===== src/rtl/aes_round_sched_if.sv =====
// aes_round_sched_if
//   Host-side block handshake for the iterative AES-128 sequencer.
//   Plaintext enters on the in_* channel and ciphertext leaves on the out_*
//   channel. Both channels use valid/ready.
//   Ports (signals):
//     in_valid  : plaintext offer              (host -> sequencer)
//     in_ready  : sequencer can take a block   (sequencer -> host)
//     pt_in     : 128-bit plaintext            (host -> sequencer)
//     out_valid : ciphertext available         (sequencer -> host)
//     out_ready : host accepts ciphertext      (host -> sequencer)
//     ct_out    : 128-bit ciphertext           (sequencer -> host)
//   Modports: master = host side, slave = sequencer side.
interface aes_round_sched_if;
  logic         in_valid;
  logic         in_ready;
  logic [127:0] pt_in;
  logic         out_valid;
  logic         out_ready;
  logic [127:0] ct_out;

  modport master (
    output in_valid, pt_in, out_ready,
    input  in_ready, out_valid, ct_out
  );

  modport slave (
    input  in_valid, pt_in, out_ready,
    output in_ready, out_valid, ct_out
  );
endinterface


===== src/rtl/aes_round_sched.sv =====
// aes_round_sched
//   Iterative AES-128 encryption sequencer. It accepts one plaintext block,
//   applies the initial AddRoundKey, and then runs an external round datapath
//   NR times. Each round takes RND_LAT cycles. One round key is fetched per
//   round by index from an external key store. The ciphertext is returned
//   over a valid/ready handshake.
//   Parameters:
//     NR      : number of cipher rounds (1..14)
//     RND_LAT : round datapath latency in cycles (1..15)
//   Ports:
//     clk, rst        : clock; asynchronous active-high reset
//     host            : block handshake (aes_round_sched_if.slave)
//     round_data_out  : state register to the round datapath
//     round_result_in : round datapath output
//     round_key_idx   : round-key index to the key store
//     round_key_in    : round key read combinationally from the key store
//     round_key_out   : round key forwarded to the datapath
//     last_round      : high throughout the final round (skip MixColumns)
//     round_start     : one-cycle pulse at the start of each round
//     busy            : high while the block is being processed
module aes_round_sched #(
  parameter int NR      = 10,
  parameter int RND_LAT = 2
) (
  input  logic                clk,
  input  logic                rst,
  aes_round_sched_if.slave    host,
  output logic [127:0]        round_data_out,
  input  logic [127:0]        round_result_in,
  output logic [3:0]          round_key_idx,
  input  logic [127:0]        round_key_in,
  output logic [127:0]        round_key_out,
  output logic                last_round,
  output logic                round_start,
  output logic                busy
);

  // The latency counter needs at least one bit, even when RND_LAT is 1.
  localparam int             LCW     = (RND_LAT > 1) ? $clog2(RND_LAT) : 1;
  localparam logic [LCW-1:0] LC_LAST = LCW'(RND_LAT - 1);
  localparam logic [3:0]     NR_IDX  = 4'(NR);

  typedef enum logic [1:0] {
    S_IDLE  = 2'd0,
    S_ARK   = 2'd1,
    S_ROUND = 2'd2,
    S_DONE  = 2'd3
  } state_t;

  state_t           state_r;
  state_t           next_state_s;
  logic [127:0]     st_r;
  logic [3:0]       rnd_r;
  logic [LCW-1:0]   lc_r;
  logic             lc_last_s;

  // The round result is valid in the last cycle of the round.
  assign lc_last_s = (lc_r == LC_LAST);

  // State register.
  always_ff @(posedge clk or posedge rst) begin
    if (rst) begin
      state_r <= S_IDLE;
    end else begin
      state_r <= next_state_s;
    end
  end

  // Next-state logic.
  always_comb begin
    next_state_s = state_r;
    case (state_r)
      S_IDLE: begin
        if (host.in_valid) begin
          next_state_s = S_ARK;
        end else begin
          next_state_s = S_IDLE;
        end
      end
      S_ARK: begin
        next_state_s = S_ROUND;
      end
      S_ROUND: begin
        if (lc_last_s && (rnd_r == NR_IDX)) begin
          next_state_s = S_DONE;
        end else begin
          next_state_s = S_ROUND;
        end
      end
      S_DONE: begin
        if (host.out_ready) begin
          next_state_s = S_IDLE;
        end else begin
          next_state_s = S_DONE;
        end
      end
      default: begin
        next_state_s = S_IDLE;
      end
    endcase
  end

  // State, round counter and latency counter.
  always_ff @(posedge clk or posedge rst) begin
    if (rst) begin
      st_r  <= 128'd0;
      rnd_r <= 4'd0;
      lc_r  <= '0;
    end else begin
      case (state_r)
        S_IDLE: begin
          if (host.in_valid) begin
            st_r  <= host.pt_in;
            rnd_r <= 4'd0;
          end
        end
        S_ARK: begin
          st_r  <= st_r ^ round_key_in;
          rnd_r <= 4'd1;
          lc_r  <= '0;
        end
        S_ROUND: begin
          if (!lc_last_s) begin
            lc_r <= lc_r + LCW'(1);
          end else begin
            st_r <= round_result_in;
            lc_r <= '0;
            // The counter stays at NR in DONE, which is harmless because
            // the round index is forced to zero outside ARK/ROUND.
            if (rnd_r != NR_IDX) begin
              rnd_r <= rnd_r + 4'd1;
            end
          end
        end
        default: begin
          // DONE holds the ciphertext until the next accept.
        end
      endcase
    end
  end

  // Handshake and round-control outputs, decoded from the registered state.
  always_comb begin
    host.in_ready  = 1'b0;
    host.out_valid = 1'b0;
    busy           = 1'b0;
    round_key_idx  = 4'd0;
    last_round     = 1'b0;
    round_start    = 1'b0;
    case (state_r)
      S_IDLE: begin
        host.in_ready = 1'b1;
      end
      S_ARK: begin
        busy          = 1'b1;
        round_key_idx = 4'd0;
      end
      S_ROUND: begin
        busy          = 1'b1;
        round_key_idx = rnd_r;
        last_round    = (rnd_r == NR_IDX);
        round_start   = (lc_r == '0);
      end
      S_DONE: begin
        host.out_valid = 1'b1;
      end
      default: begin
        host.in_ready = 1'b0;
      end
    endcase
  end

  // The state register feeds the datapath and the host directly. st_r only
  // changes in the last cycle of a round, so the datapath input is stable
  // for the whole round.
  assign round_data_out = st_r;
  assign host.ct_out    = st_r;
  assign round_key_out  = round_key_in;

endmodule


===== src/flat_wrapper.sv =====
// flat-port wrapper written by rule: the top's interface ports become plain ports
module aes_round_sched_flat 
#(
  parameter int NR      = 10,
  parameter int RND_LAT = 2
)
  (clk, rst, round_data_out, round_result_in, round_key_idx, round_key_in, round_key_out, last_round, round_start, busy, host_in_valid, host_pt_in, host_out_ready, host_in_ready, host_out_valid, host_ct_out);
  aes_round_sched_if host_i ();
  input  logic clk;
  input  logic rst;
  output logic [127:0] round_data_out;
  input  logic [127:0] round_result_in;
  output logic [3:0] round_key_idx;
  input  logic [127:0] round_key_in;
  output logic [127:0] round_key_out;
  output logic last_round;
  output logic round_start;
  output logic busy;
  input wire logic [$bits(host_i.in_valid)-1:0] host_in_valid;
  input wire logic [$bits(host_i.pt_in)-1:0] host_pt_in;
  input wire logic [$bits(host_i.out_ready)-1:0] host_out_ready;
  output wire logic [$bits(host_i.in_ready)-1:0] host_in_ready;
  output wire logic [$bits(host_i.out_valid)-1:0] host_out_valid;
  output wire logic [$bits(host_i.ct_out)-1:0] host_ct_out;
  assign host_i.in_valid = host_in_valid;
  assign host_i.pt_in = host_pt_in;
  assign host_i.out_ready = host_out_ready;
  assign host_in_ready = host_i.in_ready;
  assign host_out_valid = host_i.out_valid;
  assign host_ct_out = host_i.ct_out;
  aes_round_sched #(.NR(NR), .RND_LAT(RND_LAT)) u_core (.clk(clk), .rst(rst), .host(host_i), .round_data_out(round_data_out), .round_result_in(round_result_in), .round_key_idx(round_key_idx), .round_key_in(round_key_in), .round_key_out(round_key_out), .last_round(last_round), .round_start(round_start), .busy(busy));
endmodule

===== config.mk =====
export PLATFORM = sky130hd
export DESIGN_NAME = aes_round_sched_flat
export DESIGN_NICKNAME = d
export VERILOG_FILES = /design/src/rtl/aes_round_sched_if.sv /design/src/rtl/aes_round_sched.sv /design/src/flat_wrapper.sv
export SDC_FILE = /design/constraint.sdc
export NUM_CORES = 1
export LEC_CHECK = 0
export ABC_AREA = 1
export CORE_AREA = 5 5 302 304
export CTS_CLUSTER_DIAMETER = 30
export DETAILED_ROUTE_END_ITERATION = 12
export DIE_AREA = 0 0 307 309
export GPL_TIMING_DRIVEN = 0
export PLACE_DENSITY_LB_ADDON = 0.12
export REMOVE_ABC_BUFFERS = 1
export SETUP_SLACK_MARGIN = 0.15
export SYNTH_ARGS = -nofsm -noshare
export SYNTH_HDL_FRONTEND = slang
export SYNTH_SLANG_ARGS = --single-unit
export TNS_END_PERCENT = 20

===== constraint.sdc =====
create_clock -name clk -period 5.43 [get_ports clk]
set_input_delay 1.086 -clock clk [delete_from_list [all_inputs] [get_ports clk]]
set_output_delay 1.086 -clock clk [all_outputs]
set_load 0.05 [all_outputs]

# Yosys cells after proc, flatten, opt, wreduce, memory -nomap -nowiden
# Cells that the tools add are included.
[op_classes] n_bitwise=2 addsub=2 n_mux=19 eq_ne=8 reduce_logical=7
[op_table] cell="$pmux 128 s3" count=1
[op_table] cell="$mux 128" count=2
[op_table] cell="$xor 128x128->128" count=1
[op_table] cell="$mux 4" count=4
[op_table] cell="$pmux 4 s3" count=1
[op_table] cell="$mux 1" count=8
[op_table] cell="$pmux 2 s4" count=1
[op_table] cell="$add 4x1->4 const B" count=1
[op_table] cell="$eq 2x2->1 const B" count=2
[op_table] cell="$eq 4x4->1 const B" count=1
[op_table] cell="$ne 2x1->1 const B" count=2
[op_table] cell="$ne 4x4->1 const B" count=1
[op_table] cell="$reduce_and 4->1" count=1
[op_table] cell="$reduce_and 3->1" count=1
[op_table] cell="$reduce_bool 3->1" count=1
[op_table] cell="$eq 2x1->1 const B" count=1
[op_table] cell="$logic_not 2->1" count=1
[op_table] cell="$mux 2" count=1
[op_table] cell="$ne 2x2->1 const B" count=1
[op_table] cell="$pmux 1 s2" count=1
[op_table] cell="$reduce_bool 2->1" count=1
[op_table] cell="$reduce_or 2->1" count=1
[op_table] cell="$add 1x1->1 const B" count=1
[op_table] cell="$logic_and 1x1->1" count=1
[op_table] cell="$not 1->1" count=1
[word_totals] out_inout_bits=393 reg_bits=135 word_cells=42 inputBits=388

# Longest topological paths before layout
# Gate-level depths: netlist of the first run.
[logic_depth] depth_word=4 depth_mapped=11 depth_no_buf=8

# Least setup slack after synthesis of the first run
# OpenSTA, ideal clock, no wires.
[synth_timing] kind="reg-to-output" startpoint="reg u_core.state_r[0]" endpoint="out last_round" arrival_ns=1.596 path_stages_with_launch=6 required_ns=4.344 setup_slack_ns=2.748 path_buffers=1 path_cell_list="dfrtp_1 > inv_1 > ha_1 > buf_6 > nand2_1 > nor2_1"
[synth_between] elab_chain_cells=2
[synth_rtl] item="start, declared" line="aes_round_sched.sv:50" text="state_t state_r;"
[synth_rtl] item="start signal, assigned" line="aes_round_sched.sv:65" text="state_r <= next_state_s;"
[synth_rtl] item="$eq 2x2->1" line="aes_round_sched.sv:150" text="case (state_r)"
[synth_rtl] item="$mux 1" line="aes_round_sched.sv:150"
[synth_rtl] item="end, declared" line="flat_wrapper.sv:16" text="output logic last_round;"
# Every way passes these cells.

# Final worst setup path of the first run
# Ends and elaborated chain as after synthesis.

==> metrics.yaml, run 1 <==
fin_nets: 2433
setup_violations: 0
cts.repair.resized: 0
slew_violations: 0
drcViolationCount: 0
routed_wl_um: 58900
syn_inst: 1568
fmax_mhz: 267
syn_area_sq_mm: 0.0108
numCtsBuffers: 17
synth_xor_area_share_pct: 0
final_cell_mix: "clkdlybuf4s50_1 (780), nand2_1 (530), o21ai_1 (172), dfrtp_1 (135), nor2_1 (133)"
synth-compound-area-share_pct: 9.65
core_sq_mm: 0.0880
placedInstanceArea_sq_mm: 0.0180
fin_skew_ns: 0.0162
final_common_cell: "clkdlybuf4s50_1"
start_util_pct: 12.3
setup_tns_ns: 0
syn_avg_cell_area_sq_um: 6.91
multi_input_area_sq_mm: 0.00497
worstMarginPinSlew_ns: 0.826
synthAdderAreaFrac_pct: 0.923
wl_per_cell_um: 18.3
die_w_um: 307
critical_path_arrival_ns: 2.66
peakVddDrop_mv: 0.411
synthMuxAreaShare_pct: 0
ys_seq_area_share_pct: 31.2
period_needed_ns: 3.74
final_cell_count_no_fill: 3220
cts_tree: "yes"
dieArea_sq_mm: 0.0949
ys.flop_type: "dfrtp_1"
async_flop_share_pct: 100
final_hold_viol_count: 0
vias: 11697
cts_setup_buffers: 0
cts-root-buf: "clkbuf_16"
gp_congestion: 0.718
min_period_over_period_pct: 68.9
rows: 109
synth.distinct_cells: 24
maxCapViolCount: 0
firstDrtPassIters: 4
cp_max_fo: 8
overflow: 0
slew-limit-headroom_pct: 44.9
ys_warn_count: 0
crit_required_ns: 4.34
rsz0062_at_grt: "no"
area_growth_syn_to_layout_pct: 70.9
seq_area_sq_mm: 0.00338
grtUsageTotal_pct: 11.7
dp_cells: 3183
drive_above_1_share_pct: 2.59
pwr_density_cell_mw_per_mm2: 670
total_power_mw: 12.4
nFillCells: 9781
dp_hpwl_um: 45100
worstSetupPathType: "register to output pin"
startpoint_type: "register"
setup_slack_ns: 1.69
port_buffers: 780
endpoint_kind: "output pin"
grt_max_degree: 107
die_h_um: 309
path_clk_slew_ns: 0.07
cts_sinks: 135
worst_skew_pair.late_latency_ns: 0.46
synth_top_family_by_area: "simple AND/OR/NAND/NOR gates"
cts_htree_levels: 4
place_ws_ns: 1.75
antenna_left: 0
holdWs_ns: 0.548
power_leakage_nw: 7.70
final_cell_area_sq_mm: 0.0185
antenna_found_initial: 6
synth_edf_count: 0
status: "finished, final reports clean"
postCtsHoldBufs: 0
num_io_pins: 781
yosys_register_bits: 135
grt_pass1_wl_um: 83800
cts.path.max_buffers: 2
dr.first_iter.drc_count: 395
fin_util_pct: 21.1
synthSimpleGateAreaFrac_pct: 35.0
min_path_type: "register to register"
via_per_inst: 3.63
grt_pass1_vias: 12239
## kinds of logic after synthesis
| group | Yosys count |
|---|---|
| flops | 135 |
| fa+ha+maj | 8 |
| buf+inv | 359 |
| simple gates | 858 |
| compound gates | 208 |
## power breakdown
part	leakage, nW	switching, mW	total (mW)	internal (mW)
combinational	5.75	6.29	9.19	2.91
sequential	1.71	0.576	2.07	1.49
clock	0.238	0.556	1.16	0.601
total	7.70	7.42	12.4	5.00
## final cells by class
class	count	share of cell area, %
multi-input combinational	1074	26.8
timing repair buffer	791	43.6
tap	1165	7.87
inverter	18	0.473
clock inverter	12	0.513
clock buffer	20	2.41
antenna	5	0.0675
sequential	135	18.2
## per-layer routing
layer  vias to the layer above  routed length, um  global-route usage [%]
met5                         -                 19                       0
met3                        34               3690                    3.13
met4                         2                731                    2.74
li1                       5751                  -                       -
met1                      5475              22400                    12.9
met2                       435              32000                    22.5
## synth_stat cells (all sizes together), types with 2 or more instances
library cell,instances,share of area (%)
inv,18,0.62
dfrtp,135,31
nand3b,58,4.0
nand3,60,2.8
nor3b,70,4.8
clkbuf,17,0.60
nand4,2,0.12
a21oi,4,0.18
nand2,533,19
buf,324,22
nor2,134,4.7
o21ai,202,9.3
ha,8,0.92
## worst max-delay path: stages, from the launching register on
cell             delay, ns
dfrtp_1               0.42
inv_1                 0.14
ha_1                  0.37
nand2_1               0.13
nor2_1                0.26
clkdlybuf4s50_1       0.87
## flip-flops by register name (all words and copies together) (netlist names)
signal,flops
u_core.lc_last_s,1
u_core.host.ct_out,128
u_core.rnd_r,4
u_core.state_r,2
## final timing paths
path	start	to	slack (ns)	cells past startpoint
max	u_core.state_r[0]$_DFF_PP0_	last_round	1.69	5
min	u_core.host.ct_out[79]$_DFFE_PP0P_	u_core.host.ct_out[79]$_DFFE_PP0P_	0.55	2
max reg2reg	u_core.state_r[1]$_DFF_PP0_	u_core.host.ct_out[42]$_DFFE_PP0P_	2.32	10
min reg2reg	u_core.host.ct_out[79]$_DFFE_PP0P_	u_core.host.ct_out[79]$_DFFE_PP0P_	0.55	2
max in group asynchronous	rst	u_core.host.ct_out[86]$_DFFE_PP0P_	3.50	3
min in group asynchronous	rst	u_core.host.ct_out[62]$_DFFE_PP0P_	1.05	2
(Power assumes the default switching activity.)
==> inputs of run 2 (changes only) <==
- clock period: 5.43 -> 3.4 ns (I/O delays scaled with it)
==> metrics.yaml, run 2 (synthesis results as in run 1) <==
setup_violations: 0
numCtsBuffers: 17
comb_power_share_pct: 74.2
grt_pass1_wl_um: 83800
overflow: 0
p_sw_share_pct: 59.9
cp_slowest_cell: "clkdlybuf4s50_1"
grt_pass1_vias: 12239
crit_required_ns: 2.72
worstSetupPathType: "register to output pin"
min_path_type: "register to register"
grtUsageTotal_pct: 11.7
worstMarginPinSlew_ns: 0.758
fin_skew_ns: 0.0147
reg2regPathDepth: 10
dieArea_sq_mm: 0.0949
final_cell_mix: "clkdlybuf4s50_1 (779), nand2_1 (530), o21ai_1 (172), dfrtp_1 (135), nor2_1 (133)"
dp_hpwl_um: 45100
largest_reg_flops: 128
crit_chain: "inv_1, ha_2, clkdlybuf4s50_1"
hold_end: "u_core.host.ct_out[80]$_DFFE_PP0P_"
gp_congestion: 0.718
power_frac_clock_pct: 9.3
antenna_left: 0
path_clk_slew_ns: 0.07
placedInstanceArea_sq_mm: 0.0180
endpoint_kind: "output pin"
cts_htree_levels: 4
port_buffers: 780
startpoint_type: "register"
r2r_end: "u_core.host.ct_out[42]$_DFFE_PP0P_"
via_per_inst: 3.64
dr.first_iter.drc_count: 411
peakVddDrop_mv: 0.660
power_leakage_nw: 7.71
final_common_cell: "clkdlybuf4s50_1"
holdWs_ns: 0.547
maxCapViolCount: 0
die_h_um: 309
switchingPower_mw: 11.9
rr_startpoint: "u_core.state_r[1]$_DFF_PP0_"
cts_tree: "yes"
drive_above_1_share_pct: 2.68
period_needed_ns: 3.15
fin_nets: 2434
hold_depth: 2
rows: 109
wl_per_cell_um: 18.5
pwr_density_cell_mw_per_mm2: 1070
slowest_delay_ns: 0.89
num_io_pins: 781
min_period_over_period_pct: 92.7
cp_max_fo: 6
seqPwrFrac_pct: 16.6
cts.path.max_buffers: 2
worst_skew_pair.late_latency_ns: 0.46
r2r_slack_ns: 0.39
critical_path_arrival_ns: 2.47
final_hold_viol_count: 0
postCtsHoldBufs: 0
fmax_mhz: 317
status: "finished, final reports clean"
core_sq_mm: 0.0880
slew_violations: 0
routed_wl_um: 59700
die_w_um: 307
area_growth_syn_to_layout_pct: 71.0
start_util_pct: 12.3
cts-root-buf: "clkbuf_16"
antenna_found_initial: 6
p_int_mw: 8.00
slew-limit-headroom_pct: 49.5
drcViolationCount: 0
hold_start: "u_core.host.ct_out[80]$_DFFE_PP0P_"
final_cell_area_sq_mm: 0.0185
firstDrtPassIters: 4
cts_sinks: 135
rsz0062_at_grt: "yes"
vias: 11729
grt_max_degree: 107
==> run 2: area by class of cell <==
cell class              count  area [sq um]
clock buffers              20           447
repair buffers            791          8080
well taps                1165          1460
multi-input cells        1075          4980
inverters                  18          87.6
fillers                  9783         69400
diodes                      5          12.5
clock inverters            12          95.1
flip-flops and latches    135          3380
==> run 2: worst max path at each step <==
stage | startpoint | to
after floorplan | u_core.state_r[0]$_DFF_PP0_ | u_core.host.ct_out[0]$_DFFE_PP0P_
after global placement | host_in_valid | u_core.host.ct_out[4]$_DFFE_PP0P_
after detailed placement | u_core.state_r[1]$_DFF_PP0_ | u_core.host.ct_out[42]$_DFFE_PP0P_
after CTS | u_core.state_r[1]$_DFF_PP0_ | u_core.host.ct_out[42]$_DFFE_PP0P_
after global routing | u_core.state_r[0]$_DFF_PP0_ | round_start
final | u_core.state_r[1]$_DFF_PP0_ | busy
==> run 2: power by group through the flow <==
| stage | clock network, mW | logic, mW | registers, mW |
|---|---|---|---|
| after floorplan | 0 | 4.09 | 7.63 |
| after global placement | 0 | 13.8 | 3.30 |
| after detailed placement | 0 | 15.0 | 3.36 |
| after CTS | 1.99 | 15.0 | 3.35 |
| after global routing | 2.03 | 15.9 | 3.44 |
| final | 1.84 | 14.8 | 3.30 |
==> run 2: timing repair <==
item | in CTS | in global routing
gates resized for setup | 1 | 1
buffers inserted | 0 | 0
cloned | 0 | 1
hold endpoints to repair | 0 | 0
pin swaps | 0 | 1
endpoints found under the setup margin | 1 | 41
==> run 2: metrics by stage <==
step	TNS, ns	util (%)	power [mW]	worst slack (ns)	std cells
after floorplan	-219.33	-	11.7	-0.972	1227
after global placement	-1205.50	20.1	17.1	-4.84	3172
after detailed placement	0	20.4	18.4	0.198	3183
after CTS	0	21.0	20.4	0.177	3215
after global routing	0	21.1	21.3	0.101	3221
final	0	21.1	19.9	0.248	3221
==> run 2: worst max-delay path: cells and delay by family, from the launching register on <==
| kind | cells | cell delay (ns) |
|---|---|---|
| adders and majority gates | 1 | 0.61 |
| buffers and inverters | 2 | 1.01 |
| DFF | 1 | 0.39 |
==> run 2: layer usage <==
metal  vias to the layer above  global-route usage (%)  share of wire, %  wire length (um)
li1                       5755                       -                 -                 -
met3                        34                    3.13               6.2              3700
met4                         2                    2.74               1.2               731
met2                       447                    22.5                54             32400
met1                      5491                    12.9                38             22900
met5                         -                       0             0.032                19
==> inputs of run 3 (changes only) <==
- TNS_END_PERCENT: 20 -> 30
==> results of run 3 <==
No change in the layout: final DEF, timing and power equal those of run 2.
